File: src/rtl/oled_i2c_sequencer_pkg.sv
// Shared constants and types for the SSD1306 bring-up sequencer.
// Holds the control bytes, the I2C master state codes and the sequencer state enum.
package oled_i2c_sequencer_pkg;

  localparam logic [7:0] CTRL_CMD  = 8'h80;
  localparam logic [7:0] CTRL_DATA = 8'hC0;
  localparam logic [7:0] ROM_NOP   = 8'hE3;

  localparam logic [3:0] MST_IDLE  = 4'd0;
  localparam logic [3:0] MST_STOP  = 4'd8;

  typedef enum logic [2:0] {
    S_IDLE,
    S_REQ,
    S_CMD,
    S_DATA,
    S_DONE,
    S_ERR
  } seq_state_t;

endpackage

File: src/rtl/oled_i2c_sequencer_if.sv
// Bus between the sequencer (master modport) and the I2C master engine (slave modport).
interface oled_i2c_sequencer_if;

  logic [3:0] m_state;
  logic [4:0] m_command_queue;
  logic [7:0] m_data_queue;
  logic       m_enable;
  logic [6:0] m_slave_addr;
  logic       m_read_write;
  logic [7:0] m_control_frame;
  logic [7:0] m_reg_addr;
  logic [7:0] m_data_write;

  modport master (
    input  m_state, m_command_queue, m_data_queue,
    output m_enable, m_slave_addr, m_read_write, m_control_frame, m_reg_addr, m_data_write
  );

  modport slave (
    output m_state, m_command_queue, m_data_queue,
    input  m_enable, m_slave_addr, m_read_write, m_control_frame, m_reg_addr, m_data_write
  );

endinterface

File: src/rtl/oled_i2c_sequencer_init_rom.sv
// SSD1306 power-up command list; indices past the list return a NOP command.
module oled_init_rom
  import oled_i2c_sequencer_pkg::*;
(
  input  logic [4:0] i_idx,
  output logic [7:0] o_cmd
);

  always_comb begin
    case (i_idx)
      5'd0:  o_cmd = 8'hAE;
      5'd1:  o_cmd = 8'hD5;
      5'd2:  o_cmd = 8'h80;
      5'd3:  o_cmd = 8'hA8;
      5'd4:  o_cmd = 8'h3F;
      5'd5:  o_cmd = 8'hD3;
      5'd6:  o_cmd = 8'h00;
      5'd7:  o_cmd = 8'h40;
      5'd8:  o_cmd = 8'h8D;
      5'd9:  o_cmd = 8'h14;
      5'd10: o_cmd = 8'h20;
      5'd11: o_cmd = 8'h00;
      5'd12: o_cmd = 8'hA1;
      5'd13: o_cmd = 8'hC8;
      5'd14: o_cmd = 8'hDA;
      5'd15: o_cmd = 8'h12;
      5'd16: o_cmd = 8'h81;
      5'd17: o_cmd = 8'hCF;
      5'd18: o_cmd = 8'hD9;
      5'd19: o_cmd = 8'hF1;
      5'd20: o_cmd = 8'hDB;
      5'd21: o_cmd = 8'h40;
      5'd22: o_cmd = 8'hA4;
      5'd23: o_cmd = 8'hA6;
      5'd24: o_cmd = 8'hAF;
      5'd25: o_cmd = 8'h21;
      5'd26: o_cmd = 8'h00;
      5'd27: o_cmd = 8'h7F;
      5'd28: o_cmd = 8'h22;
      5'd29: o_cmd = 8'h00;
      5'd30: o_cmd = 8'h07;
      default: o_cmd = ROM_NOP;
    endcase
  end

endmodule

File: src/rtl/oled_i2c_sequencer.sv
// Drives one I2C write transaction: SSD1306 init commands, then a GDDRAM clear.
// Progress is inferred from changes on the master's command/data queue counters.
module oled_i2c_sequencer
  import oled_i2c_sequencer_pkg::*;
#(
  parameter logic [6:0]  SLAVE_ADDR  = 7'h3C,
  parameter int          N_INIT      = 31,
  parameter int          FB_BYTES    = 1024,
  parameter logic [7:0]  FILL        = 8'h00,
  parameter logic [19:0] TIMEOUT_CYC = 20'hFFFFF
) (
  input  logic CLK,
  input  logic NRST,
  input  logic start,
  output logic busy,
  output logic done,
  output logic error,
  oled_i2c_sequencer_if.master bus
);

  localparam logic [4:0]  LAST_CMD  = 5'(N_INIT - 1);
  localparam logic [10:0] LAST_DATA = 11'(FB_BYTES - 1);

  seq_state_t  r_state, w_state_nxt;
  logic [4:0]  r_cmd_idx, w_cmd_idx_nxt;
  logic [10:0] r_data_cnt, w_data_cnt_nxt;
  logic [19:0] r_timer, w_timer_nxt;
  logic [4:0]  r_prev_cmdq;
  logic [7:0]  r_prev_dataq;
  logic        r_busy, w_busy_nxt;
  logic        r_done, w_done_nxt;
  logic        r_error, w_error_nxt;
  logic        r_enable, w_enable_nxt;
  logic [7:0]  r_ctrl, w_ctrl_nxt;
  logic        w_cmd_consume, w_data_consume, w_abort, w_timeout, w_fail;
  logic [7:0]  w_rom_cmd;

  oled_init_rom u_rom (
    .i_idx (r_cmd_idx),
    .o_cmd (w_rom_cmd)
  );

  // Inequality rather than increment detection keeps counter wrap harmless.
  assign w_cmd_consume  = (bus.m_command_queue != r_prev_cmdq);
  assign w_data_consume = (bus.m_data_queue != r_prev_dataq);
  assign w_abort        = (bus.m_state == MST_STOP) || (bus.m_state == MST_IDLE);
  assign w_timeout      = (r_timer == TIMEOUT_CYC - 20'd1);

  always_comb begin
    // NOTE: every next value defaults to its current value first, so no branch can infer a latch.
    w_state_nxt    = r_state;
    w_cmd_idx_nxt  = r_cmd_idx;
    w_data_cnt_nxt = r_data_cnt;
    w_timer_nxt    = r_timer;
    w_busy_nxt     = r_busy;
    w_done_nxt     = r_done;
    w_error_nxt    = r_error;
    w_enable_nxt   = r_enable;
    w_ctrl_nxt     = r_ctrl;
    w_fail         = 1'b0;

    case (r_state)
      S_IDLE, S_DONE, S_ERR: begin
        if (start) begin
          w_state_nxt    = S_REQ;
          w_cmd_idx_nxt  = '0;
          w_data_cnt_nxt = '0;
          w_timer_nxt    = '0;
          w_ctrl_nxt     = CTRL_CMD;
          w_enable_nxt   = 1'b0;
          w_busy_nxt     = 1'b1;
          w_done_nxt     = 1'b0;
          w_error_nxt    = 1'b0;
        end
      end
      S_REQ: begin
        if (bus.m_state != MST_IDLE) begin
          w_state_nxt  = S_CMD;
          w_enable_nxt = 1'b1;
          w_timer_nxt  = '0;
        end else if (w_timeout) begin
          w_fail = 1'b1;
        end else begin
          w_timer_nxt = r_timer + 20'd1;
        end
      end
      S_CMD: begin
        if (w_abort || w_timeout) begin
          w_fail = 1'b1;
        end else if (w_cmd_consume) begin
          w_timer_nxt   = '0;
          w_cmd_idx_nxt = r_cmd_idx + 5'd1;
          if (r_cmd_idx == LAST_CMD) begin
            w_ctrl_nxt  = CTRL_DATA;
            w_state_nxt = S_DATA;
          end
        end else begin
          w_timer_nxt = r_timer + 20'd1;
        end
      end
      S_DATA: begin
        if (w_abort || w_timeout) begin
          w_fail = 1'b1;
        end else if (w_data_consume) begin
          w_timer_nxt    = '0;
          w_data_cnt_nxt = r_data_cnt + 11'd1;
          if (r_data_cnt == LAST_DATA) begin
            w_done_nxt  = 1'b1;
            w_busy_nxt  = 1'b0;
            w_state_nxt = S_DONE;
          end
        end else begin
          w_timer_nxt = r_timer + 20'd1;
        end
      end
      default: w_state_nxt = S_IDLE;
    endcase

    // Abort and timeout outrank a consume seen in the same cycle.
    if (w_fail) begin
      w_state_nxt  = S_ERR;
      w_error_nxt  = 1'b1;
      w_busy_nxt   = 1'b0;
      w_enable_nxt = 1'b1;
    end
  end

  always_ff @(posedge CLK) begin
    // NOTE: sequential state uses non-blocking assignments so all registers update from pre-edge values.
    r_prev_cmdq  <= bus.m_command_queue;
    r_prev_dataq <= bus.m_data_queue;
    if (!NRST) begin
      r_state    <= S_IDLE;
      r_cmd_idx  <= '0;
      r_data_cnt <= '0;
      r_timer    <= '0;
      r_busy     <= 1'b0;
      r_done     <= 1'b0;
      r_error    <= 1'b0;
      r_enable   <= 1'b1;
      r_ctrl     <= CTRL_CMD;
    end else begin
      r_state    <= w_state_nxt;
      r_cmd_idx  <= w_cmd_idx_nxt;
      r_data_cnt <= w_data_cnt_nxt;
      r_timer    <= w_timer_nxt;
      r_busy     <= w_busy_nxt;
      r_done     <= w_done_nxt;
      r_error    <= w_error_nxt;
      r_enable   <= w_enable_nxt;
      r_ctrl     <= w_ctrl_nxt;
    end
  end

  assign busy                = r_busy;
  assign done                = r_done;
  assign error               = r_error;
  assign bus.m_enable        = r_enable;
  assign bus.m_slave_addr    = SLAVE_ADDR;
  assign bus.m_read_write    = 1'b0;
  assign bus.m_control_frame = r_ctrl;
  assign bus.m_reg_addr      = w_rom_cmd;
  assign bus.m_data_write    = FILL;

endmodule

File: src/flat_wrapper.sv
// flat-port wrapper written by rule: the top's interface ports become plain ports
module oled_i2c_sequencer_flat import oled_i2c_sequencer_pkg::*;
#(
  parameter logic [6:0]  SLAVE_ADDR  = 7'h3C,
  parameter int          N_INIT      = 31,
  parameter int          FB_BYTES    = 1024,
  parameter logic [7:0]  FILL        = 8'h00,
  parameter logic [19:0] TIMEOUT_CYC = 20'hFFFFF
)
  (CLK, NRST, start, busy, done, error, bus_m_state, bus_m_command_queue, bus_m_data_queue, bus_m_enable, bus_m_slave_addr, bus_m_read_write, bus_m_control_frame, bus_m_reg_addr, bus_m_data_write);
  oled_i2c_sequencer_if bus_i ();
  input  logic CLK;
  input  logic NRST;
  input  logic start;
  output logic busy;
  output logic done;
  output logic error;
  input wire logic [$bits(bus_i.m_state)-1:0] bus_m_state;
  input wire logic [$bits(bus_i.m_command_queue)-1:0] bus_m_command_queue;
  input wire logic [$bits(bus_i.m_data_queue)-1:0] bus_m_data_queue;
  output wire logic [$bits(bus_i.m_enable)-1:0] bus_m_enable;
  output wire logic [$bits(bus_i.m_slave_addr)-1:0] bus_m_slave_addr;
  output wire logic [$bits(bus_i.m_read_write)-1:0] bus_m_read_write;
  output wire logic [$bits(bus_i.m_control_frame)-1:0] bus_m_control_frame;
  output wire logic [$bits(bus_i.m_reg_addr)-1:0] bus_m_reg_addr;
  output wire logic [$bits(bus_i.m_data_write)-1:0] bus_m_data_write;
  assign bus_i.m_state = bus_m_state;
  assign bus_i.m_command_queue = bus_m_command_queue;
  assign bus_i.m_data_queue = bus_m_data_queue;
  assign bus_m_enable = bus_i.m_enable;
  assign bus_m_slave_addr = bus_i.m_slave_addr;
  assign bus_m_read_write = bus_i.m_read_write;
  assign bus_m_control_frame = bus_i.m_control_frame;
  assign bus_m_reg_addr = bus_i.m_reg_addr;
  assign bus_m_data_write = bus_i.m_data_write;
  oled_i2c_sequencer #(.SLAVE_ADDR(SLAVE_ADDR), .N_INIT(N_INIT), .FB_BYTES(FB_BYTES), .FILL(FILL), .TIMEOUT_CYC(TIMEOUT_CYC)) u_core (.CLK(CLK), .NRST(NRST), .start(start), .busy(busy), .done(done), .error(error), .bus(bus_i));
endmodule
File: config.mk
export PLATFORM = sky130hd
export DESIGN_NAME = oled_i2c_sequencer_flat
export DESIGN_NICKNAME = d
export VERILOG_FILES = /design/src/rtl/oled_i2c_sequencer_pkg.sv /design/src/rtl/oled_i2c_sequencer_if.sv /design/src/rtl/oled_i2c_sequencer_init_rom.sv /design/src/rtl/oled_i2c_sequencer.sv /design/src/flat_wrapper.sv
export SDC_FILE = /design/constraint.sdc
export NUM_CORES = 1
export LEC_CHECK = 0
export CAP_MARGIN = 25
export CORE_ASPECT_RATIO = 0.8
export CORE_MARGIN = 2
export CORE_UTILIZATION = 54
export DETAILED_ROUTE_END_ITERATION = 6
export PLACE_DENSITY = 0.83
export SYNTH_ARGS = -nofsm -noshare
export SYNTH_HDL_FRONTEND = slang
export SYNTH_SLANG_ARGS = --single-unit
export TNS_END_PERCENT = 10
File: constraint.sdc
create_clock -name CLK -period 4.2 [get_ports CLK]
set_input_delay 1.26 -clock CLK [delete_from_list [all_inputs] [get_ports CLK]]
set_output_delay 1.26 -clock CLK [all_outputs]
set_load 0.005 [all_outputs]
==> flow_summary.json <==
{
  "status": "finished clean",
  "cp-start-kind": "primary input",
  "dp_hpwl_um": 5323,
  "ys_seq_area_share_pct": 36.94,
  "min-delay-path-class": "flip-flop to flip-flop",
  "critical_path_class": "primary input to flip-flop",
  "worstHoldStart": "u_core.busy",
  "initial_core_util_pct": 55.52,
  "crit_path_max_fanout": 6,
  "rows": 26,
  "top_layer_used": "met4",
  "cts_tree": "yes",
  "die_area_um2": 7189,
  "cp-end-kind": "flip-flop",
  "arrival_ps": 4130,
  "grt_pass1_vias": 2746,
  "wl_met3_um": 472,
  "portBuffers": 32,
  "antenna_cells": 0,
  "drtPass1Iterations": 5,
  "total_power_mw": 1.775,
  "postSynthAreaPerCell_um2": 8.591,
  "worst_pin_slew_ps": 747.8,
  "nets": 487,
  "slew_headroom_pct": 49.76,
  "hold_viol_final": 0,
  "clock-sinks": 65,
  "drive_gt1_share_pct": 8.753,
  "gp_congestion": 0.9173,
  "synthCells": 410,
  "ant_nets": 0,
  "antenna_found_initial": 0,
  "viasPerCell": 5.506,
  "synthesis.area_um2": 3522,
  "stdcell_area_um2": 4081,
  "r2r_start": "u_core.r_state[1]",
  "finalSetupViolations": 0,
  "cp-startpoint": "bus_m_command_queue[3]",
  "die_y_um": 76.24,
  "htreeDepth": 3,
  "max_freq_mhz": 259.0,
  "drt-total-wl_um": 7191,
  "grt_overflow_total": 0,
  "grt_pass1_wl_um": 12140,
  "cts_root_buf": "clkbuf_8",
  "yosys_warnings": 0,
  "grt_setup_unrepaired": "no",
  "core_area_um2": 6344,
  "synth_edf_count": 0,
  "route.met2.wl_um": 3214,
  "final_cell_mix": "dfxtp_1, nor2_1, clkdlybuf4s50_1",
  "peakVddDrop_mv": 0.2719,
  "path_clk_slew_ps": 70,
  "synth_top_flop_cell": "dfxtp_1",
  "preCtsSetupSlack_ps": -49.78,
  "final_common_cell": "dfxtp_1",
  "p_per_area_nw_per_um2": 434.8,
  "leakagePower_nw": 1.542,
  "cts_max_path_buffers": 2,
  "fin_ws_ps": 339.1,
  "max-cap-violations": 0,
  "hold_buffers": 0,
  "grt_max_degree": 26,
  "cp.required_ps": 4470,
  "ys_seq_elements": 65,
  "clock_latency_ps": 340,
  "wl_met1_um": 3405,
  "period_needed_ps": 3861,
  "ys_async_sr_fraction_pct": 0,
  "io_pins": 56,
  "drc": 0,
  "skew_ps": 7.599,
  "first_iter_violations": 249,
  "cts_made_buffers": 9,
  "ys_types": 58,
  "placed_area_um2": 3909,
  "slew_violations": 0,
  "grt_usage_pct": 21.19,
  "vias": 2979,
  "fin_crit_sh_pct": 91.93,
  "syn_to_final_growth_pct": 15.88,
  "wl_per_cell_um": 13.29,
  "die_w_um": 94.30
}
[metal layers]
layer / global-route usage, % / vias up
li1: - / 1481
met1: 27.79 / 1389
met2: 31.43 / 101
met3: 6.231 / 8
met4: 11.01 / 0
met5: 0 / -
[flip-flops by register name (all words and copies together) (netlist names)]
name,flops
u_core.r_cmd_idx,5
u_core.bus.m_control_frame,1
u_core.r_prev_dataq,8
u_core.r_data_cnt,11
u_core.error,1
u_core.bus.m_enable,1
u_core.r_state,3
u_core.busy,1
u_core.u_rom.o_cmd,8
u_core.r_prev_cmdq,5
u_core.r_timer,20
u_core.done,1
[synthesized netlist by cell type, types with 8 or more instances]
cell / count / area share [%]
xor2_1: 21 / 5.2
a21oi_1: 22 / 3.1
nand4_1: 8 / 1.4
nor2_1: 46 / 4.9
nor3_1: 10 / 1.4
inv_1: 12 / 1.3
o21ai_0: 16 / 2.3
nand2_1: 28 / 3.0
nand3_1: 19 / 2.7
buf_4: 24 / 5.1
xnor2_1: 14 / 3.5
ha_1: 13 / 4.6
or3_1: 8 / 1.4
dfxtp_1: 65 / 37
mux2i_1: 8 / 2.3
[final cells by class]
cell class	count	area, um^2
clock buffers	11	151.4
clock inverters	3	17.52
fillers	522	2262
inverters	14	55.05
multi-input cells	318	2026
flip-flops and latches	65	1301
well taps	84	105.1
repair buffers	46	425.4
[worst paths after layout]
check / to / slack, ps / cells after the start
max reg2reg: u_core.u_rom.o_cmd[6] / 910 / 13
max: u_core.u_rom.o_cmd[6] / 340 / 14
min reg2reg: u_core.busy / 460 / 2
min: u_core.busy / 460 / 2
[worst max-delay path: stages]
cell,delay [ps]
clkdlybuf4s50_1,490
xnor2_1,120
nand4_1,150
o21ai_1,440
a21oi_2,140
xnor2_1,210
nor2_1,260
inv_1,110
ha_1,310
inv_1,60
o211ai_1,190
o31a_1,160
nand4_1,90
a22oi_1,150
[kinds of logic after synthesis]
group / after synthesis / synth area share (%)
DFF: 65 / 36.94
AOI/OAI and AO/OA: 80 / 14.81
other: 2 / 0.2132
adders and majority gates: 13 / 4.618
muxes: 12 / 4.263
xor gates and xnor gates: 35 / 8.704
buffers and inverters: 48 / 7.886
and+or+nand+nor: 155 / 22.56
[where the power goes]
part           switching (mW)  internal [mW]  total (mW)
Clock                   0.224          0.237       0.462
Sequential             0.0536          0.684       0.738
Combinational           0.299          0.276       0.575
Total                   0.577           1.20        1.77
[stage by stage]
stage          instances  TNS, ps  hold WS [ps]  util, %
3_5_place_dp         527   -49.78         456.6    61.62
3_3_place_gp         527        0         449.2    61.62
4_1_cts              541        0         466.2    64.28
5_1_grt              541        0         482.9    64.34
6_report             541        0         462.8    64.34
2_1_floorplan        431        0         452.2        -
[what timing repair did]
action | 4_1_cts | 5_1_grt
hold endpoints to repair | 0 | 0
gates resized for setup | 0 | 1
endpoints found under the setup margin | 0 | 1
buffers inserted | 0 | 0
No activity file was read; power rests on OpenSTA's default activity.
